$ cat src/rtl/d_mem_pkg.sv
// Shared encodings and write-lane helpers for the d_mem data memory.
package dmem_pkg;

  localparam logic [1:0] OP_EXTRA = 2'b00;
  localparam logic [1:0] OP_SDT   = 2'b01;

  localparam logic [1:0] LD_WORD = 2'b00;
  localparam logic [1:0] LD_UH   = 2'b01;
  localparam logic [1:0] LD_SB   = 2'b10;
  localparam logic [1:0] LD_SH   = 2'b11;

  localparam logic [3:0] BE_WORD = 4'b1111;
  localparam logic [3:0] BE_HALF = 4'b0011;
  localparam logic [3:0] BE_BYTE = 4'b0001;

  // Unknown byte-enable patterns fall through to a full-word store.
  function automatic logic [3:0] lane_mask(input logic [3:0] be, input logic [1:0] off);
    case (be)
      BE_HALF: lane_mask = off[1] ? 4'b1100 : 4'b0011;
      BE_BYTE: lane_mask = 4'b0001 << off;
      default: lane_mask = 4'b1111;
    endcase
  endfunction

  function automatic logic [31:0] lane_data(input logic [3:0] be, input logic [31:0] wd);
    case (be)
      BE_HALF: lane_data = {2{wd[15:0]}};
      BE_BYTE: lane_data = {4{wd[7:0]}};
      default: lane_data = wd;
    endcase
  endfunction

endpackage

$ cat src/rtl/d_mem_if.sv
// Memory-stage access bus for d_mem. There is no handshake: every cycle is one
// access, writes commit on the rising clock edge and rd follows the inputs combinationally.
interface d_mem_if;
  logic        we;
  logic [31:0] a;
  logic [3:0]  be;
  logic [1:0]  op;
  logic [1:0]  op2;
  logic [31:0] wd;
  logic [31:0] rd;

  modport master (output we, a, be, op, op2, wd, input rd);
  modport slave  (input we, a, be, op, op2, wd, output rd);
endinterface

$ cat src/rtl/d_mem_load_ext.sv
// Load-side lane select and zero/sign extension for d_mem.
// Sign extension of op2=10/11 is built only when DMEM_SIGNED_LOAD_EN is defined.
module dmem_load_ext
  import dmem_pkg::*;
(
  input  logic [31:0] w,
  input  logic [1:0]  off,
  input  logic [3:0]  be,
  input  logic [1:0]  op,
  input  logic [1:0]  op2,
  output logic [31:0] rd
);

  logic [7:0]  byte_sel;
  logic [15:0] half_sel;

  always_comb begin
    byte_sel = w[{off, 3'b000} +: 8];
    half_sel = w[{off[1], 4'b0000} +: 16];
    rd       = w;
    if (op == OP_SDT) begin
      // LDR returns the whole word unrotated even on a misaligned address.
      rd = (be == BE_WORD) ? w : {24'b0, byte_sel};
    end else if (op == OP_EXTRA) begin
      case (op2)
        LD_UH: rd = {16'b0, half_sel};
`ifdef DMEM_SIGNED_LOAD_EN
        LD_SB: rd = {{24{byte_sel[7]}}, byte_sel};
        LD_SH: rd = {{16{half_sel[15]}}, half_sel};
`else
        LD_SB: rd = {24'b0, byte_sel};
        LD_SH: rd = {16'b0, half_sel};
`endif
        default: rd = w;
      endcase
    end
  end

endmodule

$ cat src/rtl/d_mem.sv
// Word-organised data memory with byte-lane-masked stores and async clear.
// Optional signed extra loads: define DMEM_SIGNED_LOAD_EN.
module d_mem
  import dmem_pkg::*;
#(
  parameter int DEPTH = 64
) (
  input  logic    clk,
  input  logic    reset,
  d_mem_if.slave  bus
);

  localparam int AW = $clog2(DEPTH);

  logic [31:0]   mem [DEPTH];
  logic [AW-1:0] idx;
  logic [3:0]    mask;
  logic [31:0]   wdata;
  logic [31:0]   w;

  // Address bits above the word index are ignored, so accesses wrap.
  assign idx = bus.a[2 +: AW];
  assign w   = mem[idx];

  logic unused_addr_hi;
  assign unused_addr_hi = ^bus.a[31:2+AW];

  always_comb begin
    mask  = lane_mask(bus.be, bus.a[1:0]);
    wdata = lane_data(bus.be, bus.wd);
  end

  always_ff @(posedge clk or posedge reset) begin
    if (reset) begin
      for (int i = 0; i < DEPTH; i++) mem[i] <= '0;
    end else if (bus.we) begin
      for (int l = 0; l < 4; l++) begin
        if (mask[l]) mem[idx][8*l +: 8] <= wdata[8*l +: 8];
      end
    end
  end

  dmem_load_ext u_load_ext (
    .w   (w),
    .off (bus.a[1:0]),
    .be  (bus.be),
    .op  (bus.op),
    .op2 (bus.op2),
    .rd  (bus.rd)
  );

endmodule

$ cat src/flat_wrapper.sv
// flat-port wrapper written by rule: the top's interface ports become plain ports
module d_mem_flat import dmem_pkg::*;
#(
  parameter int DEPTH = 64
)
  (clk, reset, bus_we, bus_a, bus_be, bus_op, bus_op2, bus_wd, bus_rd);
  d_mem_if bus_i ();
  input  logic clk;
  input  logic reset;
  input wire logic [$bits(bus_i.we)-1:0] bus_we;
  input wire logic [$bits(bus_i.a)-1:0] bus_a;
  input wire logic [$bits(bus_i.be)-1:0] bus_be;
  input wire logic [$bits(bus_i.op)-1:0] bus_op;
  input wire logic [$bits(bus_i.op2)-1:0] bus_op2;
  input wire logic [$bits(bus_i.wd)-1:0] bus_wd;
  output wire logic [$bits(bus_i.rd)-1:0] bus_rd;
  assign bus_i.we = bus_we;
  assign bus_i.a = bus_a;
  assign bus_i.be = bus_be;
  assign bus_i.op = bus_op;
  assign bus_i.op2 = bus_op2;
  assign bus_i.wd = bus_wd;
  assign bus_rd = bus_i.rd;
  d_mem #(.DEPTH(DEPTH)) u_core (.clk(clk), .reset(reset), .bus(bus_i));
endmodule
$ cat config.mk
export PLATFORM = sky130hd
export DESIGN_NAME = d_mem_flat
export DESIGN_NICKNAME = d
export VERILOG_FILES = /design/src/rtl/d_mem_pkg.sv /design/src/rtl/d_mem_if.sv /design/src/rtl/d_mem_load_ext.sv /design/src/rtl/d_mem.sv /design/src/flat_wrapper.sv
export SDC_FILE = /design/constraint.sdc
export NUM_CORES = 2
export LEC_CHECK = 0
export ABC_AREA = 1
export CAP_MARGIN = 10
export CORE_UTILIZATION = 40
export CTS_BUF_LIST = sky130_fd_sc_hd__clkbuf_2
export DETAILED_ROUTE_END_ITERATION = 16
export PLACE_DENSITY_LB_ADDON = 0.25
export SLEW_MARGIN = 25
export SYNTH_ARGS = -nofsm -noshare
export SYNTH_HDL_FRONTEND = slang
export SYNTH_SLANG_ARGS = --single-unit
$ cat constraint.sdc
create_clock -name clk -period 86.6 [get_ports clk]
set_input_delay 25.98 -clock clk [delete_from_list [all_inputs] [get_ports clk]]
set_output_delay 25.98 -clock clk [all_outputs]
set_load 0.05 [all_outputs]
## Yosys cells after proc, flatten, opt, wreduce, memory -nomap -nowiden

Index checks and enable logic that the tools add are counted.
W data, S select, Z words.

- $add $sub $neg: 0
- Multipliers: 0
- Divide/modulo/power cells: 0
- Order comparisons: 2
- Equal/unequal tests: 7
- Shift-type cells: 3
- Multiplexer cells: 29
- Bitwise logic cells: 1
- Reduce and logical (&&, ||, !) cells: 3

Operators by type and width:

| kind | number |
|---|---|
| $mux W2048 | 7 |
| $bwmux W2048 | 4 |
| $demux W32 S6 | 4 |
| $bmux W32 S6 | 1 |
| $mux W32 | 6 |
| $pmux W32 S2 | 2 |
| $shiftx A32 B6 Y16 | 1 |
| $shiftx A32 B6 Y8 | 1 |
| $mux W24 | 1 |
| $mux W16 | 1 |
| $mux W8 | 1 |
| $pmux W4 S2 | 1 |
| $ge A7 B7 Y1 const B | 1 |
| $lt A7 B1 Y1 const B | 1 |
| $not A6 Y7 | 1 |
| $eq A2 B1 Y1 const B | 2 |
| $eq A2 B2 Y1 const B | 2 |
| $eq A4 B1 Y1 const B | 1 |
| $eq A4 B2 Y1 const B | 1 |
| $eq A4 B4 Y1 const B | 1 |
| $mux W4 | 1 |
| $shl A1 B2 Y4 const A | 1 |
| $logic_not A2 Y1 | 1 |
| $reduce_or A2 Y1 | 1 |
| $logic_and A1 B1 Y1 | 1 |

- Bits in registers: 2048
- Bits in latches: 0
- Memory bits (writable): 0
- Bits in read-only memories: 0
- Input port bits: 75
- Output and inout port bits: 32
- Logic and storage cells: 109
- Memories: 0

## Logic depth before layout (Yosys ltp)

- Depth after elaboration: 16
- Gate-level depth with buffers: 19
- Mapped depth without buffers: 15

## Modules after synthesis

From an unflattened synthesis, not the netlist that was laid out.

- Cell total of the unflattened synthesis: 14307
- Area, all modules: 103608.1 µm²

By module, submodules not included:

| module | times used | cells an instance | area each (µm²) | sequential area each (µm²) |
|---|---|---|---|---|
| d_mem | 1 | 14076 | 102615.9 | 51249.2 |
| dmem_load_ext | 1 | 231 | 992.2 | 0.0 |

## Least setup slack after synthesis

No wires, ideal clock.

- Path type: input to output
- Start point: input bus_a[3]
- End point: output bus_rd[10]
- Arrival time: 28.216 ns
- Required time: 60.620 ns
- Path slack: 32.404 ns
- Cell stages on the path: 10
- Path buffers: 3
- Cell sequence: buf_2 nor2_2 buf_2 clkbuf_1 o211ai_1 nand2_1 o21ai_0 nand2_1 nor4_1 o21ai_0

- Cells in the longest elaborated chain, start to end: 8
- Elaborated cells on any way between the ends: 9
- Those cells by class: shift: 1; mux: 7; bitwise: 1

Ends and longest elaborated chain:

| element | line | source |
|---|---|---|
| from (decl) | flat_wrapper.sv:11 | `input wire logic [$bits(bus_i.a)-1:0] bus_a;` |
| $not A6 Y7 (not written as such) (*) | d_mem.sv:23 | `assign w = mem[idx];` |
| $bmux W32 S6 (*) | d_mem.sv:23 |  |
| $mux W32 (not written as such) (*) (2 in series) | d_mem.sv:23 |  |
| $shiftx A32 B6 Y16 | d_mem_load_ext.sv:19 | `half_sel = w[{off[1], 4'b0000} +: 16];` |
| $pmux W32 S2 | d_mem_load_ext.sv:25 | `case (op2)` |
| $mux W32 | d_mem_load_ext.sv:24 | `end else if (op == OP_EXTRA) begin` |
| $mux W32 (*) | d_mem_load_ext.sv:21 | `if (op == OP_SDT) begin` |
| to (decl) | flat_wrapper.sv:16 | `output wire logic [$bits(bus_i.rd)-1:0] bus_rd;` |

Mark *: on every way between the ends. The rest lies on a longest branch, timed or not. The select of a mux whose other input is x is not followed.

## Final worst setup path

- Start point: input bus_a[4]
- End point: output bus_rd[7]

- Cells in the longest elaborated chain, start to end: 8
- Elaborated cells on any way between the ends: 10
- Those cells by class: shift: 2; mux: 7; bitwise: 1

Ends and longest elaborated chain:

| element | line |
|---|---|
| $not A6 Y7 (not written as such) (*) | d_mem.sv:23 |
| $bmux W32 S6 (*) | d_mem.sv:23 |
| $mux W32 (not written as such) (*) (2 in series) | d_mem.sv:23 |
| $shiftx A32 B6 Y16 or $shiftx A32 B6 Y8 (tied branches) | d_mem_load_ext.sv:19, d_mem_load_ext.sv:18 |
| $pmux W32 S2 | d_mem_load_ext.sv:25 |
| $mux W32 | d_mem_load_ext.sv:24 |
| $mux W32 (*) | d_mem_load_ext.sv:21 |

Marked as above.

==> impl_metrics.toml <==
[outcome]
status = "finished clean"

[floorplan]
chipWidth_um = 494
die-area_mm2 = 0.244
core-area_mm2 = 0.241
start_util = 0.403
fp.dieH_um = 494
rows = 180
io_pins = 107

[final_layout]
regMostFlops = "u_core.mem"
nets = 12700
largest_reg_flops = 2048
fin_area_mm2 = 0.105
area_growth_pct = 7.86
final_common_cell = "nand2_1"
fillers = 24400
mostFrequentLayoutCells = "nand2_1 (4165), o21ai_0 (2328), dfrtp_1 (2048), inv_1 (1086), clkbuf_2 (835)"
drive_above_1_share = 0.0984
reg_top3 = "u_core.mem x2048"

[global_route]
grt_pass1_wl_um = 482000
antenna_found_initial = 15
grtUsageTotal = 0.259
grt-ovfl-total = 0
grt_max_degree = 190
first_global_vias = 78700

[sta]
finalClockSkew_ps = 0
max_freq_ghz = 0.0173
finalSetupTns_ps = 0
worst_pin_slew_ps = 1310
max_slew_margin = 0.129
fin_crit_sh = 0.669
post-route-min-period_ps = 57920
hold_viol = 0
rsz0062_at_grt = "no"
slew_viol_final = 0
finalSetupViolCount = 0

[synthesis]
yosysSeqAreaShare = 0.529
syn_area_per_cell_um2 = 7.66
ys_types = 31
synth_area_mm2 = 0.0970
synth.net_count = 12700
synthCells = 12700
yosys_warnings = 0
ys_ff_latch = 2048

[drt]
wl_per_cell_um = 19.7
drt-initial-drc-count = 8703
avgViaCountPerCell = 5.18
drc = 0
drt_wl_total_um = 319000
firstDrtPassIters = 8
via_count = 83700
ant_nets = 0

[clock_network]
cts_root_buffer = "clkbuf_2"
numCtsBuffers = 563
post_cts_resized = 0
path_clk_slew_ps = 90
clock_latency_ps = 1900
ctsHoldBuffers = 0
cts_setup_buffers = 0
cts-htree-levels = 6
tritoncts = "done"
cts_buffer_depth = 4
cts.sinks = 2048

[placement]
numPortBuffers = 82
place_area_mm2 = 0.0997
dp_hpwl_um = 190000
gp_congestion = 0.904

[pwr]
netSwitchingPower_w = 0.000685
combPwrFrac = 0.148
p_leak_nw = 52.2
power_frac_seq = 0.534
vdd_drop_max_uv = 14.5
p_sw_frac = 0.320
clkPwrFrac = 0.318
p_int_w = 0.00146
power.density_mw_per_mm2 = 20.5

[setup_path]
cp_max_fo = 65
start_kind = "primary input"
setup.worst_path.class = "primary input to output pin"
arrival_ps = 31940
end_kind = "output pin"
required_ps = 60620

[worst_hold_path]
hold_class = "flop to flop"

[flow_run]
cap_violations = 0
area by class of cell:
type / count / area [um2] / area share
Clock buffer: 835 / 4180 / 0.0400
Antenna cell: 27 / 67.6 / 0.000646
Inverter: 1110 / 4190 / 0.0401
Tap cell: 3185 / 3990 / 0.0381
Timing Repair Buffer: 219 / 2130 / 0.0203
Multi-Input combinational cell: 8643 / 38300 / 0.366
Clock inverter: 78 / 485 / 0.00464
Sequential cell: 2048 / 51200 / 0.490
per-stage QoR:
| stage | cells | util | setup slack [ps] | total power, W | hold WS (ps) |
|---|---|---|---|---|---|
| finish | 16100 | 0.434 | 28680 | 0.00214 | 480 |
| detailed placement | 15200 | 0.414 | 28680 | 0.00147 | 465 |
| global placement | 15200 | 0.414 | 28700 | 0.00146 | 457 |
| global route | 16100 | 0.434 | 28410 | 0.00227 | 501 |
| floorplan | 12700 | - | 2770 | 0.00139 | 445 |
| CTS | 16100 | 0.433 | 28660 | 0.00216 | 484 |
worst max-delay path, cell delays in order:
cell and delay (ps):
clkdlybuf4s50_1 820, inv_2 130, nand2_4 240, buf_4 830, buf_4 780, nor2_1 80, o21ai_0 120, nand2_1 150
o21ai_0 230, nand2_1 210, nor2_1 810, nand2_1 170, o21ai_1 170, inv_1 60, a21oi_1 140, nand2_1 170
clkdlybuf4s50_1 740
cells by family after synthesis:
family,after synthesis,share of synthesized area
AND/OR/NAND/NOR,5823,0.240
buffers and inverters,1968,0.0812
AO/OA/AOI/OAI,2820,0.150
flip-flops,2048,0.529
final timing paths:
| kind | start | endpoint | slack (ps) | cells after the start |
|---|---|---|---|---|
| worst min register to register | u_core.mem[1915]$_DFFE_PP0P_ | u_core.mem[1915]$_DFFE_PP0P_ | 480 | 2 |
| min in group asynchronous | reset | u_core.mem[1218]$_DFFE_PP0P_ | 24720 | 2 |
| worst min-delay path | u_core.mem[1915]$_DFFE_PP0P_ | u_core.mem[1915]$_DFFE_PP0P_ | 480 | 2 |
| max in group asynchronous | reset | u_core.mem[1547]$_DFFE_PP0P_ | 57490 | 7 |
| worst max register to register | u_core.mem[1806]$_DFFE_PP0P_ | u_core.mem[1806]$_DFFE_PP0P_ | 85830 | 2 |
| worst max-delay path | bus_a[4] | bus_rd[7] | 28680 | 17 |
routing by layer:
layer,share of wire,track usage
met1,0.42,0.335
met2,0.45,0.398
met3,0.079,0.0649
met4,0.053,0.138
met5,0.00015,0
cells in the mapped netlist, drive strengths merged:
library cell	number	area (um2)
o21ai	2603	13000
nand3	545	2730
a21oi	38	190
nor3	10	80.1
nand2	4171	15700
buf	291	1580
inv	1100	4130
or2	197	1230
o211ai	178	1340
clkinv	10	37.5
nor2	851	3210
dfrtp	2048	51200
o21a	1	7.51
nor4	8	50.1
nand4	9	56.3
nand3b	32	240
clkbuf	567	2130
power by group through the flow:
stage | logic [W] | registers [W] | clock network [W]
after detailed placement | 0.000315 | 0.00116 | 0
final | 0.000316 | 0.00114 | 0.000682
after floorplan | 0.000232 | 0.00115 | 0
after global placement | 0.000306 | 0.00115 | 0
after global routing | 0.000364 | 0.00116 | 0.000750
after CTS | 0.000316 | 0.00114 | 0.000701
Power figures use the tool's default switching activity.
